$ cat config.mk
export PLATFORM = sky130hd
export DESIGN_NAME = button_gesture_decoder
export DESIGN_NICKNAME = d
export VERILOG_FILES = /design/src/rtl/button_pkg.sv /design/src/rtl/gesture_timer.sv /design/src/rtl/button_gesture_decoder.sv
export SDC_FILE = /design/constraint.sdc
export NUM_CORES = 1
export LEC_CHECK = 0
export CAP_MARGIN = 20
export CORE_ASPECT_RATIO = 1.75
export CORE_MARGIN = 2
export CORE_UTILIZATION = 50
export DETAILED_ROUTE_END_ITERATION = 6
export PLACE_DENSITY = 0.66
export SKIP_LAST_GASP = 1
export SLEW_MARGIN = 20
export SYNTH_ARGS = -nofsm -noshare
export SYNTH_HDL_FRONTEND = slang
export SYNTH_SLANG_ARGS = --single-unit
$ cat constraint.sdc
create_clock -name clk -period 2.85 [get_ports clk]
set_input_delay 0.285 -clock clk [delete_from_list [all_inputs] [get_ports clk]]
set_output_delay 0.285 -clock clk [all_outputs]
set_load 0.1 [all_outputs]
$ cat src/rtl/button_pkg.sv
`default_nettype none
// ============================================================================
// Module : button_pkg
// Shared gesture FSM state type, default cycle counts and counter sizing.
// Rev    : 1.0
// ============================================================================
package button_pkg;

   typedef enum logic [2:0] {
      GS_IDLE   = 3'd0,
      GS_PRESS1 = 3'd1,
      GS_GAP    = 3'd2,
      GS_PRESS2 = 3'd3,
      GS_HELD   = 3'd4
   } gesture_state_t;

   localparam int LONG_PRESS_DEFAULT = 12_000_000;
   localparam int DOUBLE_GAP_DEFAULT = 6_000_000;
   localparam int REPEAT_DEFAULT     = 3_000_000;
   localparam int CNT_W_DEFAULT      = 25;

   // Minimum counter width able to hold the largest of three cycle counts.
   function automatic int cnt_width(input int a, input int b, input int c);
      int m;
      m = a;
      if (b > m) m = b;
      if (c > m) m = c;
      return $clog2(m + 1);
   endfunction

endpackage : button_pkg
`default_nettype wire

$ cat src/rtl/gesture_timer.sv
`default_nettype none
// ============================================================================
// Module : gesture_timer
// Loadable down-counter that stops at zero; `zero` flags an expired count.
// Rev    : 1.0
// ============================================================================
module gesture_timer #(
   parameter int CNT_W = 25
) (
   input  logic             clk,
   input  logic             rst_n,
   input  logic             load,
   input  logic [CNT_W-1:0] load_val,
   output logic             zero
);

   logic [CNT_W-1:0] r_count;

   always_ff @(posedge clk or negedge rst_n) begin
      if (!rst_n) begin
         r_count <= '0;
      end else if (load) begin
         r_count <= load_val;
      end else if (r_count != '0) begin
         r_count <= r_count - 1'b1;
      end
   end

   assign zero = (r_count == '0);

endmodule : gesture_timer
`default_nettype wire

$ cat src/rtl/button_gesture_decoder.sv
`default_nettype none
// ============================================================================
// Module : button_gesture_decoder
// Classifies debounced press/release pulses into short, long, double click
// and (with BUTTON_HOLD_REPEAT_EN defined) auto-repeat while held.
// Rev    : 1.0
// ============================================================================
module button_gesture_decoder
   import button_pkg::*;
#(
   parameter int LONG_PRESS_CYCLES = LONG_PRESS_DEFAULT,
   parameter int DOUBLE_GAP_CYCLES = DOUBLE_GAP_DEFAULT,
   parameter int REPEAT_CYCLES     = REPEAT_DEFAULT,
   parameter int CNT_W             = CNT_W_DEFAULT
) (
   input  logic clk,
   input  logic rst_n,
   input  logic button_pressed,
   input  logic button_released,
   output logic short_press,
   output logic long_press,
   output logic double_click,
   output logic hold_repeat,
   output logic busy
);

   // Press/release windows include the cycle of the sampled edge itself, so
   // the timer runs one cycle shorter than the window once the state is entered.
   localparam logic [CNT_W-1:0] c_LONG_LOAD = CNT_W'(LONG_PRESS_CYCLES - 2);
   localparam logic [CNT_W-1:0] c_GAP_LOAD  = CNT_W'(DOUBLE_GAP_CYCLES - 2);
`ifdef BUTTON_HOLD_REPEAT_EN
   localparam logic [CNT_W-1:0] c_HELD_LOAD = CNT_W'(REPEAT_CYCLES - 1);
`else
   localparam logic [CNT_W-1:0] c_HELD_LOAD = '0;
`endif

   if ((LONG_PRESS_CYCLES < 2) || (DOUBLE_GAP_CYCLES < 2) || (REPEAT_CYCLES < 1) ||
       (CNT_W < cnt_width(LONG_PRESS_CYCLES, DOUBLE_GAP_CYCLES, REPEAT_CYCLES))) begin : g_bad_params
      $error("button_gesture_decoder: cycle counts out of range for CNT_W");
   end

   gesture_state_t   r_state;
   gesture_state_t   w_state_nxt;
   logic             w_press;
   logic             w_release;
   logic             w_zero;
   logic             w_load;
   logic [CNT_W-1:0] w_load_val;
   logic             w_short;
   logic             w_long;
   logic             w_double;
   logic             w_repeat;
   logic             r_short;
   logic             r_long;
   logic             r_double;
   logic             r_busy;

   // Simultaneous press and release is treated as no edge at all.
   assign w_press   = button_pressed  & ~button_released;
   assign w_release = button_released & ~button_pressed;

   gesture_timer #(
      .CNT_W (CNT_W)
   ) u_timer (
      .clk      (clk),
      .rst_n    (rst_n),
      .load     (w_load),
      .load_val (w_load_val),
      .zero     (w_zero)
   );

   always_comb begin
      w_state_nxt = r_state;
      w_load      = 1'b0;
      w_load_val  = '0;
      w_short     = 1'b0;
      w_long      = 1'b0;
      w_double    = 1'b0;
      w_repeat    = 1'b0;
      case (r_state)
         GS_IDLE: begin
            if (w_press) begin
               w_state_nxt = GS_PRESS1;
               w_load      = 1'b1;
               w_load_val  = c_LONG_LOAD;
            end
         end
         GS_PRESS1: begin
            if (w_release) begin
               w_state_nxt = GS_GAP;
               w_load      = 1'b1;
               w_load_val  = c_GAP_LOAD;
            end else if (w_zero) begin
               w_long      = 1'b1;
               w_state_nxt = GS_HELD;
               w_load      = 1'b1;
               w_load_val  = c_HELD_LOAD;
            end
         end
         GS_GAP: begin
            if (w_press) begin
               w_double    = 1'b1;
               w_state_nxt = GS_PRESS2;
               w_load      = 1'b1;
            end else if (w_zero) begin
               w_short     = 1'b1;
               w_state_nxt = GS_IDLE;
               w_load      = 1'b1;
            end
         end
         GS_PRESS2: begin
            if (w_release) begin
               w_state_nxt = GS_IDLE;
               w_load      = 1'b1;
            end
         end
         GS_HELD: begin
            if (w_release) begin
               w_state_nxt = GS_IDLE;
               w_load      = 1'b1;
            end
`ifdef BUTTON_HOLD_REPEAT_EN
            else if (w_zero) begin
               w_repeat    = 1'b1;
               w_load      = 1'b1;
               w_load_val  = c_HELD_LOAD;
            end
`endif
         end
         default: begin
            w_state_nxt = GS_IDLE;
            w_load      = 1'b1;
         end
      endcase
   end

   // busy stays up through the cycle that carries the final pulse of a gesture.
   always_ff @(posedge clk or negedge rst_n) begin
      if (!rst_n) begin
         r_state  <= GS_IDLE;
         r_short  <= 1'b0;
         r_long   <= 1'b0;
         r_double <= 1'b0;
         r_busy   <= 1'b0;
      end else begin
         r_state  <= w_state_nxt;
         r_short  <= w_short;
         r_long   <= w_long;
         r_double <= w_double;
         r_busy   <= (w_state_nxt != GS_IDLE) | w_short | w_long | w_double | w_repeat;
      end
   end

`ifdef BUTTON_HOLD_REPEAT_EN
   logic r_repeat;

   always_ff @(posedge clk or negedge rst_n) begin
      if (!rst_n) begin
         r_repeat <= 1'b0;
      end else begin
         r_repeat <= w_repeat;
      end
   end

   assign hold_repeat = r_repeat;
`else
   assign hold_repeat = 1'b0;
`endif

   assign short_press  = r_short;
   assign long_press   = r_long;
   assign double_click = r_double;
   assign busy         = r_busy;

endmodule : button_gesture_decoder
`default_nettype wire

# ---- After elaboration in Yosys (flattened, before gate mapping)
# Cells that the tools add are included.
dict set report totals {
  regBits 32
  input_bits 4
  output_inout_bits 5
  elab_cells 47
}
dict set report classes {
  addsub 1
  n_eq_ne 4
  n_mux 23
  bitwise 7
  n_reduce_logical 6
}
# op count
set ops {}
lappend ops {{2-to-1 mux 25 bit} 2}
lappend ops {{one-hot mux 25 bit (2 select lines)} 1}
lappend ops {{logical NOT 25 bit} 1}
lappend ops {{nonzero test 25 bit} 1}
lappend ops {{subtractor 25 x 1 -> 25 bit, second input constant} 1}
lappend ops {{2-to-1 mux 24 bit} 1}
lappend ops {{2-to-1 mux 23 bit} 1}
lappend ops {{2-to-1 mux 3 bit} 6}
lappend ops {{one-hot mux 3 bit (4 select lines)} 1}
lappend ops {{2-to-1 mux 1 bit} 10}
lappend ops {{== test 3 x 2 -> 1 bit, second input constant} 2}
lappend ops {{one-hot mux 1 bit (4 select lines)} 1}
lappend ops {{== test 3 x 1 -> 1 bit, second input constant} 1}
lappend ops {{== test 3 bit, second input constant} 1}
lappend ops {{logical NOT 3 bit} 1}
lappend ops {{bitwise OR 1 bit} 3}
lappend ops {{nonzero test 3 bit} 1}
lappend ops {{AND 1 bit} 2}
lappend ops {{inverter 1 bit} 2}
lappend ops {{nonzero test 2 bit} 1}
lappend ops {{OR reduction 2 bit} 1}

# ---- Logic depth before layout (Yosys ltp)
# Gate-level depths: netlist of run 1.
dict set report logic_depth {
  depth_word 8
  depth_mapped 8
  mapped_depth_nobuf 7
}

# ---- Modules after synthesis
# Synthesis of run 1 repeated with hierarchy kept, for this count alone.
dict set report unflattened {
  cells_unflattened 196
  area_unflattened_um2 1883.1
}
# mod instances cells_per_inst area_each_um2
set by_module_without_submodules {}
lappend by_module_without_submodules {gesture_timer 1 152 1477.7}
lappend by_module_without_submodules {button_gesture_decoder 1 44 405.4}

# ---- Worst setup path after synthesis of run 1
# Ideal clock, no wire load.
dict set report synth_timing {
  path_kind {register -> register}
  from {reg u_timer.r_count[14]}
  to {reg u_timer.r_count[20]}
  setup_time_ps 128
  arrival_ps 1988
  t_required_ps 2722
  slack_ps 734
  stages_incl_launch_ff 7
  n_path_buf 1
  synth_period_minus_slack_ps 2116
  cell_sequence {dfrtp_1 > or4_4 > or4_4 > buf_6 > nor4_4 > xnor2_1 > o21ai_2}
}
dict set report synth_via {
  elab_chain_cells 5
  word_cells_on_any_way 10
  cone_classes {add/sub: 1; mux: 6; reduce/logical: 3}
}
# element line_no
set synth_lines {}
lappend synth_lines {{start: declaration} gesture_timer.sv:17} ;# logic [CNT_W-1:0] r_count;
lappend synth_lines {{start signal: assignment} gesture_timer.sv:23} ;# r_count <= load_val;
lappend synth_lines {{start signal: assignment} gesture_timer.sv:25} ;# r_count <= r_count - 1'b1;
lappend synth_lines {{branches (longest 5 deep; another with subtractor 25 x 1 -> 25 bit)} --}
# Parallel ways; which one is timed is not known. The select of a mux whose other input is x is not followed.
# A chain may end at the register's enable or synchronous reset.

# ---- Final worst setup path of run 1
dict set report layout_timing {
  from {reg u_timer.r_count[18]}
  to {reg r_state[1]}
}
dict set report layout_via {
  elab_chain_cells 4
  word_cells_on_any_way 6
  cone_classes {mux: 5; reduce/logical: 1}
}
# element line_no
set layout_lines {}
lappend layout_lines {{logical NOT 25 bit *} gesture_timer.sv:29} ;# assign zero = (r_count == '0);
lappend layout_lines {{2-to-1 mux 3 bit (on tied branches)} {button_gesture_decoder.sv:105, button_gesture_decoder.sv:93}}
lappend layout_lines {{2-to-1 mux 3 bit (on tied branches)} {button_gesture_decoder.sv:101, button_gesture_decoder.sv:89}}
lappend layout_lines {{one-hot mux 3 bit (4 select lines) *} button_gesture_decoder.sv:80} ;# case (r_state)
lappend layout_lines {{named net w_state_nxt[1]} button_gesture_decoder.sv:43} ;# gesture_state_t w_state_nxt;
lappend layout_lines {{end signal: assignment} button_gesture_decoder.sv:146} ;# r_state <= w_state_nxt;
lappend layout_lines {{end: declaration} button_gesture_decoder.sv:42} ;# gesture_state_t r_state;
# The timed path passes the listed nets; every way through them passes the cells marked *.

==> results of run 1 <==
-- stage by stage --
stage | power, mW | worst slack [ns] | cells
3_3_place_gp | 1.462 | 0.1600 | 242
3_5_place_dp | 1.489 | 0.1736 | 242
6_report | 1.968 | 0.4565 | 250
4_1_cts | 1.968 | 0.1590 | 250
2_1_floorplan | 1.321 | 0.7339 | 196
5_1_grt | 2.099 | 0.2720 | 250
-- final cells by class --
class / instances / area [sq um]
fillers: 335 / 1540
multi-input cells: 148 / 1002
flip-flops and latches: 32 / 800.8
clock buffers: 7 / 96.34
repair buffers: 9 / 75.07
well taps: 46 / 57.56
clock inverters: 1 / 30.03
inverters: 7 / 26.28
-- power breakdown --
group	internal, mW	total (mW)	switching [mW]
Clock	0.308	0.473	0.165
Sequential	0.614	0.812	0.198
Combinational	0.284	0.683	0.398
Total	1.21	1.97	0.761
-- per-layer routing --
layer / GRT usage [%] / vias up / routed length [um]
met4: 10.07 / 0 / 75
met2: 40.79 / 32 / 2369
li1: - / 717 / -
met3: 4.225 / 8 / 133
met5: 0 / - / 0
met1: 25.23 / 721 / 1696
-- critical path, cell delays in order (launching register included) --
cell	delay [ns]
sky130_fd_sc_hd__dfrtp_1	0.46
sky130_fd_sc_hd__or4_1	0.58
sky130_fd_sc_hd__nor4_1	0.63
sky130_fd_sc_hd__a21oi_1	0.18
sky130_fd_sc_hd__o31ai_1	0.29
sky130_fd_sc_hd__a21oi_1	0.11
-- timing repair --
item	4_1_cts	5_1_grt
endpoints found under the setup margin	0	1
resized for setup	0	1
hold endpoints to repair	0	0
-- sequential cells by signal, summed over array words and instances, names as in the netlist --
signal           flops
u_timer.r_count     25
r_state              3
busy                 1
double_click         1
long_press           1
short_press          1
-- how the worst max path moves through the flow --
stage,start,to,slack [ns],depth (start not counted)
after global routing,u_timer.r_count[1],u_timer.r_count[7],0.27,7
final,u_timer.r_count[18],r_state[1],0.46,5
after detailed placement,u_timer.r_count[0],u_timer.r_count[7],0.17,7
after CTS,u_timer.r_count[0],u_timer.r_count[7],0.16,7
after global placement,u_timer.r_count[0],u_timer.r_count[7],0.16,7
after floorplan,u_timer.r_count[14],u_timer.r_count[20],0.73,6
-- cells by family (layout without fill, tap and decap cells) --
logic type               count (synthesis)  after routing  synth area share, %
AO/OA/AOI/OAI                           48             48                15.95
XOR/XNOR                                23             23                10.70
adder cells (fa/ha/maj)                  1              1               0.6643
buffers and inverters                   16             24                4.585
flip-flops                              32             32                42.53
other                                    1              1               0.1991
AND/OR/NAND/NOR                         75             75                25.38
-- cell usage after synthesis --
| cell | n |
|---|---|
| sky130_fd_sc_hd__nand3b_1 | 1 |
| sky130_fd_sc_hd__a211oi_1 | 4 |
| sky130_fd_sc_hd__or4_4 | 3 |
| sky130_fd_sc_hd__a21oi_1 | 9 |
| sky130_fd_sc_hd__clkbuf_4 | 1 |
| sky130_fd_sc_hd__or2_2 | 3 |
| sky130_fd_sc_hd__nor4_1 | 10 |
| sky130_fd_sc_hd__o21ai_0 | 15 |
| sky130_fd_sc_hd__nor4_4 | 2 |
| sky130_fd_sc_hd__conb_1 | 1 |
| sky130_fd_sc_hd__buf_6 | 1 |
| sky130_fd_sc_hd__or4b_4 | 1 |
| sky130_fd_sc_hd__o21ai_2 | 3 |
| sky130_fd_sc_hd__a22oi_1 | 2 |
| sky130_fd_sc_hd__ha_1 | 1 |
| sky130_fd_sc_hd__nor2b_1 | 3 |
| sky130_fd_sc_hd__nand2b_1 | 2 |
| sky130_fd_sc_hd__nor3_2 | 3 |
| sky130_fd_sc_hd__o31ai_1 | 2 |
| sky130_fd_sc_hd__nand4_2 | 1 |
| sky130_fd_sc_hd__inv_1 | 7 |
| sky130_fd_sc_hd__or3_2 | 1 |
| sky130_fd_sc_hd__nand3_1 | 1 |
| sky130_fd_sc_hd__nand2_1 | 10 |
| sky130_fd_sc_hd__or3_1 | 5 |
| sky130_fd_sc_hd__nor3_1 | 6 |
| sky130_fd_sc_hd__a221oi_1 | 1 |
| sky130_fd_sc_hd__nor2_1 | 16 |
| sky130_fd_sc_hd__and3_1 | 1 |
| sky130_fd_sc_hd__o2111ai_2 | 1 |
| sky130_fd_sc_hd__clkbuf_2 | 1 |
| sky130_fd_sc_hd__nor3b_1 | 1 |
| sky130_fd_sc_hd__xnor2_1 | 17 |
| sky130_fd_sc_hd__or4_1 | 3 |
| sky130_fd_sc_hd__o21a_1 | 1 |
| sky130_fd_sc_hd__clkbuf_1 | 4 |
| sky130_fd_sc_hd__dfrtp_1 | 32 |
| sky130_fd_sc_hd__buf_4 | 1 |
| sky130_fd_sc_hd__clkbuf_8 | 1 |
| sky130_fd_sc_hd__xor2_1 | 6 |
| sky130_fd_sc_hd__or3b_2 | 2 |
| sky130_fd_sc_hd__o211ai_1 | 5 |
| sky130_fd_sc_hd__o21ai_1 | 5 |
==> run metrics, run 1 <==
status=finished, final reports clean; CTS Buf Count=5; number of cells traversed by the worst register-to-register path=5; Post-layout nets=208; power density normalized to cell area=942.4 nW/um^2; Placer Congestion=0.8589; maximum capacitance violations=0; Period minus WS final=2.393 ns; class of the tightest hold or removal check=in2async; starting density of the core=51.90%; count of state elements after synthesis=32; largest net degree at the start of global routing=33; Max-Slew Margin vs Limit=47.37%; origin of the critical flop-to-flop path=u_timer.r_count[18]; level count of the clock H-tree=2; data arrival time of the critical path=2.53 ns; Iter 0 DRT Violations=32; number of hold violations in the final report=0; most area-hungry cell type in the Yosys netlist=sky130_fd_sc_hd__dfrtp_1; share of the clock period used by the worst path after layout=83.98%; global-route wire length before repair=7.245 mm; antenna-violating nets left=0; root buffer cell=sky130_fd_sc_hd__clkbuf_8; clock latency at the later pin of the worst-skew pair=0.29 ns; I/O pin count=9; P&R area growth vs syn=10.90%; post-synthesis net count=201; remaining global-route overflow=0; Crit Path Category=reg2reg; count of clock tree sinks=32; final cell area excluding filler cells=2088 sq um; drt drc=0; number of diodes added for antenna fixing=0; detailed-route wire length=4.274 mm; area share of the largest cell type after synthesis=42.52%; commonest cells after routing, fill and taps aside=sky130_fd_sc_hd__dfrtp_1 (32), sky130_fd_sc_hd__xnor2_1 (17), sky130_fd_sc_hd__nor2_1 (16), sky130_fd_sc_hd__o21ai_0 (15), sky130_fd_sc_hd__nand2_1 (10); number of buffers on the longest clock path=2; via-per-instance ratio=5.912; CTS tree=done; Die ar.=4292 sq um; leakage power total=0.7992 nW; fraction of final layout cells with drive strength greater than 1=17.16%; kind of start point of the critical path=flip-flop; Detailed Routing Iterations Pass 1=4; hold-fix buffer count after cts=0; Final HPWL DP=3.098 mm; clock transition at the registers of the reported paths=0.06 ns; slew at the pin closest to its max-slew limit=0.7894 ns; Max Clock Freq=0.4178 GHz; IO Port Bufs=7; Placed Area=1956 sq um; width of the chip=50.39 um; number of antenna violations at the first check in global routing=0; final max-slew violation count=0; number of vias after detailed routing=1478; Syn Inst Count=196; post-layout util=57.55%; worst hold slack after final layout=0.4031 ns; total core area=3628 sq um; Cell Rows=29; Fin Clk Skew=0.006776 ns; setup repair after global routing missed its margin=no; largest voltage drop on the vdd net=0.5604 mV; critical path data required time=2.99 ns; Crit Reg-Reg Endpoint=r_state[1]; endpoint type of the worst setup path=flip-flop; # setup viols final=0; most frequent standard cell in the layout excluding fill and tap cells=sky130_fd_sc_hd__dfrtp_1; number of global-route vias before repair=1516; WL/cell=17.10 um; GRT Resource Usage Total=22.67%; post-synthesis cell type count=43; Avg Cell Area, Syn=9.607 sq um; cell area after technology mapping=1883 sq um; postcts setup bufs=0; reg-to-reg slack, setup=0.46 ns; number of warnings issued by yosys=0; ranking of synthesized cells by area=sky130_fd_sc_hd__dfrtp_1 (43%), sky130_fd_sc_hd__xnor2_1 (7.9%), sky130_fd_sc_hd__o21ai_0 (4.0%); Sum Neg Setup Slack=0 ns; largest fanout on the critical path=6; Seq/Total Area, Yosys=42.52%; die span in y=85.19 um
Note: power is estimated with default switching activity, not from simulation.
==> run 2: changes to the inputs <==
--- a/config.mk
+++ b/config.mk
@@ -10,7 +10,7 @@
 export CORE_MARGIN = 2
 export CORE_UTILIZATION = 50
 export DETAILED_ROUTE_END_ITERATION = 6
-export PLACE_DENSITY = 0.66
+export PLACE_DENSITY = 0.69
 export SKIP_LAST_GASP = 1
 export SLEW_MARGIN = 20
 export SYNTH_ARGS = -nofsm -noshare
==> constraint.sdc (replaced) <==
create_clock -name clk -period 2.09 [get_ports clk]
set_input_delay 0.209 -clock clk [delete_from_list [all_inputs] [get_ports clk]]
set_output_delay 0.209 -clock clk [all_outputs]
set_load 0.1 [all_outputs]
==> run 2 against run 1 <==
Effect of this change: the flow now finishes with violations (setup timing); routed wire length grew 14%; utilization grew 11 points; count of clock-buffer cells in the layout is the same; first-iteration DRC count grew 72%; sequential cell count is the same; sequential share of layout area shrank 6.1 points; design area grew 19%; setup slack lost 0.47 ns.
==> run metrics, run 2 (synthesis gave the netlist of run 1 again) <==
P&R area growth vs syn=31.69% (was 10.90%); CTS Buf Count=5 (unchanged); Period minus WS final=2.106 ns (was 2.393 ns); total core area=3628 sq um (unchanged); root buffer cell=sky130_fd_sc_hd__clkbuf_8 (unchanged); number of global-route vias before repair=1816 (was 1516); number of diodes added for antenna fixing=0 (unchanged); Iter 0 DRT Violations=55 (was 32); remaining global-route overflow=0 (unchanged); fraction of final layout cells with drive strength greater than 1=37.76% (was 17.16%); number of hold violations in the final report=0 (unchanged); clock latency at the later pin of the worst-skew pair=0.28 ns (was 0.29 ns); data arrival time of the critical path=2.27 ns (was 2.53 ns); width of the chip=50.39 um (unchanged); starting density of the core=51.90% (unchanged); maximum capacitance violations=0 (unchanged); Largest register FFs=25 (unchanged); count of clock tree sinks=32 (unchanged); status=finished with violations (was finished, final reports clean); I/O pin count=9 (unchanged); number of vias after detailed routing=1667 (was 1478); Post-layout nets=245 (was 208); Detailed Routing Iterations Pass 1=4 (unchanged); share of the clock period used by the worst path after layout=100.8% (was 83.98%); level count of the clock H-tree=2 (unchanged); IO Port Bufs=7 (unchanged); number of cells traversed by the worst register-to-register path=7 (was 5); critical path data required time=2.26 ns (was 2.99 ns); Max Clock Freq=0.4748 GHz (was 0.4178 GHz); setup repair after global routing missed its margin=yes (was no); slew at the pin closest to its max-slew limit=0.5027 ns (was 0.7894 ns); worst setup slack after layout=-0.01627 ns (was 0.4565 ns); # setup viols final=1 (was 0); Max-Slew Margin vs Limit=66.42% (was 47.37%); origin of the critical flop-to-flop path=u_timer.r_count[16] (was u_timer.r_count[18]); most frequent standard cell in the layout excluding fill and tap cells=sky130_fd_sc_hd__buf_4 (was sky130_fd_sc_hd__dfrtp_1); largest reg by FF count=u_timer.r_count (unchanged); Cell Rows=29 (unchanged); largest voltage drop on the vdd net=0.9210 mV (was 0.5604 mV); commonest cells after routing, fill and taps aside=sky130_fd_sc_hd__buf_4 (42), sky130_fd_sc_hd__dfrtp_1 (32), sky130_fd_sc_hd__xnor2_1 (17), sky130_fd_sc_hd__nor2_1 (14), sky130_fd_sc_hd__o21ai_0 (14) (was sky130_fd_sc_hd__dfrtp_1 (32), sky130_fd_sc_hd__xnor2_1 (17), sky130_fd_sc_hd__nor2_1 (16), sky130_fd_sc_hd__o21ai_0 (15), sky130_fd_sc_hd__nand2_1 (10)); WL/cell=16.93 um (was 17.10 um); leakage power total=0.9972 nW (was 0.7992 nW); number of buffers on the longest clock path=2 (unchanged); Die ar.=4292 sq um (unchanged); Fin Clk Skew=0.006777 ns (was 0.006776 ns); worst hold slack after final layout=0.3292 ns (was 0.4031 ns); largest net degree at the start of global routing=33 (unchanged); Sum Neg Setup Slack=-0.01627 ns (was 0 ns); post-layout util=68.34% (was 57.55%); drt drc=0 (unchanged); class of the tightest hold or removal check=in2async (unchanged); GRT Resource Usage Total=25.74% (was 22.67%); CTS tree=done (unchanged); antenna-violating nets left=0 (unchanged); Final HPWL DP=3.585 mm (was 3.098 mm); number of antenna violations at the first check in global routing=0 (unchanged); Placed Area=2231 sq um (was 1956 sq um); clock transition at the registers of the reported paths=0.06 ns (about the same); endpoint type of the worst setup path=flip-flop (unchanged); power density normalized to cell area=1268 nW/um^2 (was 942.4 nW/um^2); global-route wire length before repair=8.286 mm (was 7.245 mm); Placer Congestion=0.8539 (was 0.8589); final cell area excluding filler cells=2480 sq um (was 2088 sq um); violations in the final reports=setup timing; reg-to-reg slack, setup=-0.02 ns (was 0.46 ns); via-per-instance ratio=5.808 (was 5.912); Regs by FF count=u_timer.r_count: 25 flops, r_state: 3 flops (unchanged); final max-slew violation count=0 (unchanged); largest fanout on the critical path=4 (was 6); Total Power Consumption=3.144 mW (was 1.968 mW); Crit Path Category=reg2reg (unchanged); origin of the worst setup path=u_timer.r_count[16] (was u_timer.r_count[18]); hold-fix buffer count after cts=0 (unchanged); kind of start point of the critical path=flip-flop (unchanged); Crit Reg-Reg Endpoint=r_state[1] (unchanged); detailed-route wire length=4.858 mm (was 4.274 mm); die span in y=85.19 um (unchanged)
[run 2: cell types whose count changed in the layout (fill, tap and decap cells not counted), sizes merged]
cell / delta
buf: +37
[run 2: critical path, stage by stage, from the launching register on]
cell and delay, ns:
sky130_fd_sc_hd__dfrtp_1 0.38, sky130_fd_sc_hd__or4_4 0.54, sky130_fd_sc_hd__buf_4 0.16, sky130_fd_sc_hd__nor4_1 0.30, sky130_fd_sc_hd__buf_4 0.19, sky130_fd_sc_hd__a21oi_1 0.08
sky130_fd_sc_hd__o31ai_1 0.24, sky130_fd_sc_hd__a21oi_1 0.10
[run 2: timing repair]
item                                   in CTS  in global routing
setup endpoints to repair                  19                 22
setup buffers                               0                  2
pin swaps                                   1                  4
endpoints found under the hold margin       0                  0
resized for setup                           9                 16
gates cloned                                0                  0
[run 2: through the flow]
| step | instances | setup slack [ns] |
|---|---|---|
| 3_5_place_dp | 277 | -0.1527 |
| 4_1_cts | 285 | -0.007979 |
| 6_report | 287 | -0.01627 |
| 2_1_floorplan | 196 | -0.002782 |
| 5_1_grt | 287 | -0.06246 |
| 3_3_place_gp | 277 | -0.1625 |
[run 2: final cells by class]
class	instances	area [sq um]
Sequential cell	32	800.8
Tap cell	46	57.56
Timing Repair Buffer	46	365.4
Inverter	7	26.28
Fill cell	290	1149
Multi-Input combinational cell	148	1104
Clock buffer	7	96.34
Clock inverter	1	30.03
[run 2: how the worst max path moves through the flow]
stage                          end  slack (ns)  depth (start not counted)
2_1_floorplan  u_timer.r_count[13]      -0.003                          6
3_3_place_gp            long_press       -0.16                          6
3_5_place_dp            long_press       -0.15                          6
4_1_cts        u_timer.r_count[18]      -0.008                          5
5_1_grt         u_timer.r_count[3]       -0.06                          7
6_report                r_state[1]       -0.02                          7
[run 2: layer usage]
metal | wire length [um] | global-route usage (%)
met5 | 0 | 0
met4 | 178 | 12.78
met2 | 2653 | 44.38
met3 | 100 | 4.577
met1 | 1926 | 30.06
[run 2: where the power goes]
part / internal, mW / total [mW] / switching (mW)
combinational: 0.680 / 1.47 / 0.793
clock: 0.420 / 0.648 / 0.228
sequential: 0.837 / 1.02 / 0.186
==> run 3: changes to the inputs <==
--- a/config.mk
+++ b/config.mk
@@ -10,7 +10,8 @@
 export CORE_MARGIN = 2
 export CORE_UTILIZATION = 50
 export DETAILED_ROUTE_END_ITERATION = 6
-export PLACE_DENSITY = 0.69
+export PLACE_DENSITY = 0.71
+export SETUP_SLACK_MARGIN = 0.1
 export SKIP_LAST_GASP = 1
 export SLEW_MARGIN = 20
 export SYNTH_ARGS = -nofsm -noshare
==> run 3 against run 2 <==
Effect of this change: the run still ends with setup timing left; clock power is 23% lower; critical path type unchanged; non-clock buffer count is 14 higher; global-route usage is 1.4 points higher; cell count is 5.2% higher; setup slack worse by 0.0075 ns.
==> run metrics, run 3 (synthesis gave the netlist of run 1 again) <==
number of hold violations in the final report=0 (unchanged); Crit. path cell count=8 (was 7); Slowest-stage cell, CP=sky130_fd_sc_hd__or4_4 (unchanged); Total Power Consumption=3.312 mW (was 3.144 mW); root buffer cell=sky130_fd_sc_hd__clkbuf_8 (unchanged); most frequent standard cell in the layout excluding fill and tap cells=sky130_fd_sc_hd__buf_4 (unchanged); P&R area growth vs syn=46.18% (was 31.69%); Max Clock Freq=0.4731 GHz (was 0.4748 GHz); crit path cell chain=buf_4 -> or4_4 -> nor4_2 -> buf_4 -> nand2_1 -> nor2_2 -> buf_6 -> o31ai_1 (was or4_4 -> buf_4 -> nor4_1 -> buf_4 -> a21oi_1 -> o31ai_1 -> a21oi_1); Detailed Routing Iterations Pass 1=4 (unchanged); hold-fix buffer count after cts=0 (unchanged); data arrival time of the critical path=2.27 ns (about the same); remaining global-route overflow=0 (unchanged); leakage power total=1.103 nW (was 0.9972 nW); largest reg by FF count=u_timer.r_count (unchanged); number of antenna violations at the first check in global routing=0 (unchanged); worst setup slack after layout=-0.02377 ns (was -0.01627 ns); reg-to-reg slack, setup=-0.02 ns (about the same); maximum capacitance violations=0 (unchanged); starting density of the core=51.90% (unchanged); Period minus WS final=2.114 ns (was 2.106 ns); class of the tightest hold or removal check=in2async (unchanged); Regs by FF count=u_timer.r_count: 25 flops, r_state: 3 flops (unchanged); # setup viols final=6 (was 1); antenna-violating nets left=0 (unchanged); kind of start point of the critical path=flip-flop (unchanged); Fin Clk Skew=0.008970 ns (was 0.006777 ns); Largest register FFs=25 (unchanged); IO Port Bufs=7 (unchanged); Sum Neg Setup Slack=-0.08891 ns (was -0.01627 ns); post-layout util=75.86% (was 68.34%); fraction of final layout cells with drive strength greater than 1=48.44% (was 37.76%); clock latency at the later pin of the worst-skew pair=0.29 ns (was 0.28 ns); origin of the critical flop-to-flop path=u_timer.r_count[19] (was u_timer.r_count[16]); violations in the final reports=setup timing (unchanged); Crit Path Category=reg2reg (unchanged); total core area=3628 sq um (unchanged); Placed Area=2235 sq um (was 2231 sq um); CTS Buf Count=5 (unchanged); count of buffering cells on the critical path with inverters included=3 (was 2); global-route wire length before repair=8.742 mm (was 8.286 mm); commonest cells after routing, fill and taps aside=sky130_fd_sc_hd__buf_4 (53), sky130_fd_sc_hd__dfrtp_1 (32), sky130_fd_sc_hd__xnor2_1 (15), sky130_fd_sc_hd__nor2_1 (10), sky130_fd_sc_hd__o21ai_1 (10) (was sky130_fd_sc_hd__buf_4 (42), sky130_fd_sc_hd__dfrtp_1 (32), sky130_fd_sc_hd__xnor2_1 (17), sky130_fd_sc_hd__nor2_1 (14), sky130_fd_sc_hd__o21ai_0 (14)); Iter 0 DRT Violations=61 (was 55); count of clock tree sinks=32 (unchanged); Post-layout nets=260 (was 245); Final HPWL DP=3.436 mm (was 3.585 mm); peak per-stage delay on the critical path=0.54 ns (about the same); width of the chip=50.39 um (unchanged); Placer Congestion=0.8978 (was 0.8539); critical path data required time=2.25 ns (was 2.26 ns); level count of the clock H-tree=2 (unchanged); number of vias after detailed routing=1809 (was 1667); setup repair after global routing missed its margin=yes (unchanged); number of diodes added for antenna fixing=0 (unchanged); slew at the pin closest to its max-slew limit=0.7397 ns (was 0.5027 ns); Die ar.=4292 sq um (unchanged); I/O pin count=9 (unchanged); die span in y=85.19 um (unchanged); final cell area excluding filler cells=2753 sq um (was 2480 sq um); share of the clock period used by the worst path after layout=101.1% (was 100.8%); via-per-instance ratio=5.990 (was 5.808); number of placed cells counting well taps=276 (was 277); number of cells traversed by the worst register-to-register path=8 (was 7); endpoint type of the worst setup path=flip-flop (unchanged); drt drc=0 (unchanged); count of non-filler cells in the finished layout=302 (was 287); CTS tree=done (unchanged); Max-Slew Margin vs Limit=50.17% (was 66.42%); number of buffers on the longest clock path=2 (unchanged); status=finished with violations (unchanged); cell with the most instances on the worst path=sky130_fd_sc_hd__buf_4; largest net degree at the start of global routing=33 (unchanged); top cell family by delay on the critical path=simple AND/OR/NAND/NOR gates (unchanged); clock transition at the registers of the reported paths=0.07 ns (was 0.06 ns); WL/cell=18.80 um (was 16.93 um); Cell Rows=29 (unchanged); GRT Resource Usage Total=27.19% (was 25.74%); number of global-route vias before repair=1823 (was 1816); detailed-route wire length=5.677 mm (was 4.858 mm); largest fanout on the critical path=5 (was 4); final max-slew violation count=0 (unchanged); Crit Reg-Reg Endpoint=u_timer.r_count[7] (was r_state[1]); largest voltage drop on the vdd net=1.202 mV (was 0.9210 mV); power density normalized to cell area=1203 nW/um^2 (was 1268 nW/um^2)
## run 3: cell types whose count changed in the layout (fill, tap and decap cells not counted), moves of 2 or more
cell,before,now
sky130_fd_sc_hd__o21ai_0,14,7
sky130_fd_sc_hd__o21ai_1,6,10
sky130_fd_sc_hd__xnor2_2,0,2
sky130_fd_sc_hd__xnor2_1,17,15
sky130_fd_sc_hd__nor4_4,2,7
sky130_fd_sc_hd__o2111ai_4,0,2
sky130_fd_sc_hd__nor4_1,6,2
sky130_fd_sc_hd__buf_4,42,53
sky130_fd_sc_hd__buf_6,0,4
sky130_fd_sc_hd__nor2_2,1,5
sky130_fd_sc_hd__nor2_1,14,10
sky130_fd_sc_hd__o21ai_2,3,6
## run 3: area by class of cell
type,instances,area [sq um]
well taps,46,57.56
inverters,7,26.28
flip-flops and latches,32,800.8
clock inverters,1,7.507
clock buffers,7,86.33
repair buffers,60,473.0
fillers,227,875.8
multi-input cells,149,1301
## run 3: worst register-to-register path, delay by kind of cell, from the launching register on
kind,cells,cell delay (ns)
flip-flops,1,0.40
AO/OA/AOI/OAI,1,0.07
buffers and inverters,3,0.46
AND/OR/NAND/NOR,4,1.06
## run 3: per-layer routing
metal	wire length [um]	share of wire [%]	GRT usage, %
met1	2074	37	30.84
met2	3150	55	47.61
met3	181	3.2	2.993
met4	272	4.8	16.46
met5	0	0	0
## run 3: what timing repair did
item,CTS,global route
setup endpoints to repair,28,30
pin swaps,12,15
resized for setup,33,29
cloned,1,0
buffers inserted,9,8
## run 3: how the worst max path moves through the flow
| stage | startpoint | to |
|---|---|---|
| after floorplan | u_timer.r_count[7] | u_timer.r_count[13] |
| after global placement | u_timer.r_count[9] | u_timer.r_count[7] |
| after detailed placement | u_timer.r_count[9] | u_timer.r_count[7] |
| after CTS | u_timer.r_count[17] | u_timer.r_count[23] |
| after global routing | u_timer.r_count[15] | u_timer.r_count[21] |
| final | u_timer.r_count[19] | u_timer.r_count[7] |
## run 3: where the power goes
group | total, mW | switching [mW] | internal (mW)
sequential | 1.05 | 0.215 | 0.837
clock | 0.499 | 0.232 | 0.267
combinational | 1.76 | 0.944 | 0.816
## run 3: metrics by stage
stage / hold WS, ns / setup slack (ns)
6_report: 0.3242 / -0.02377
3_3_place_gp: 0.4995 / -0.08541
2_1_floorplan: -0.08659 / -0.002782
3_5_place_dp: 0.5242 / -0.1145
5_1_grt: 0.3906 / -0.09106
4_1_cts: 0.3347 / -0.003626
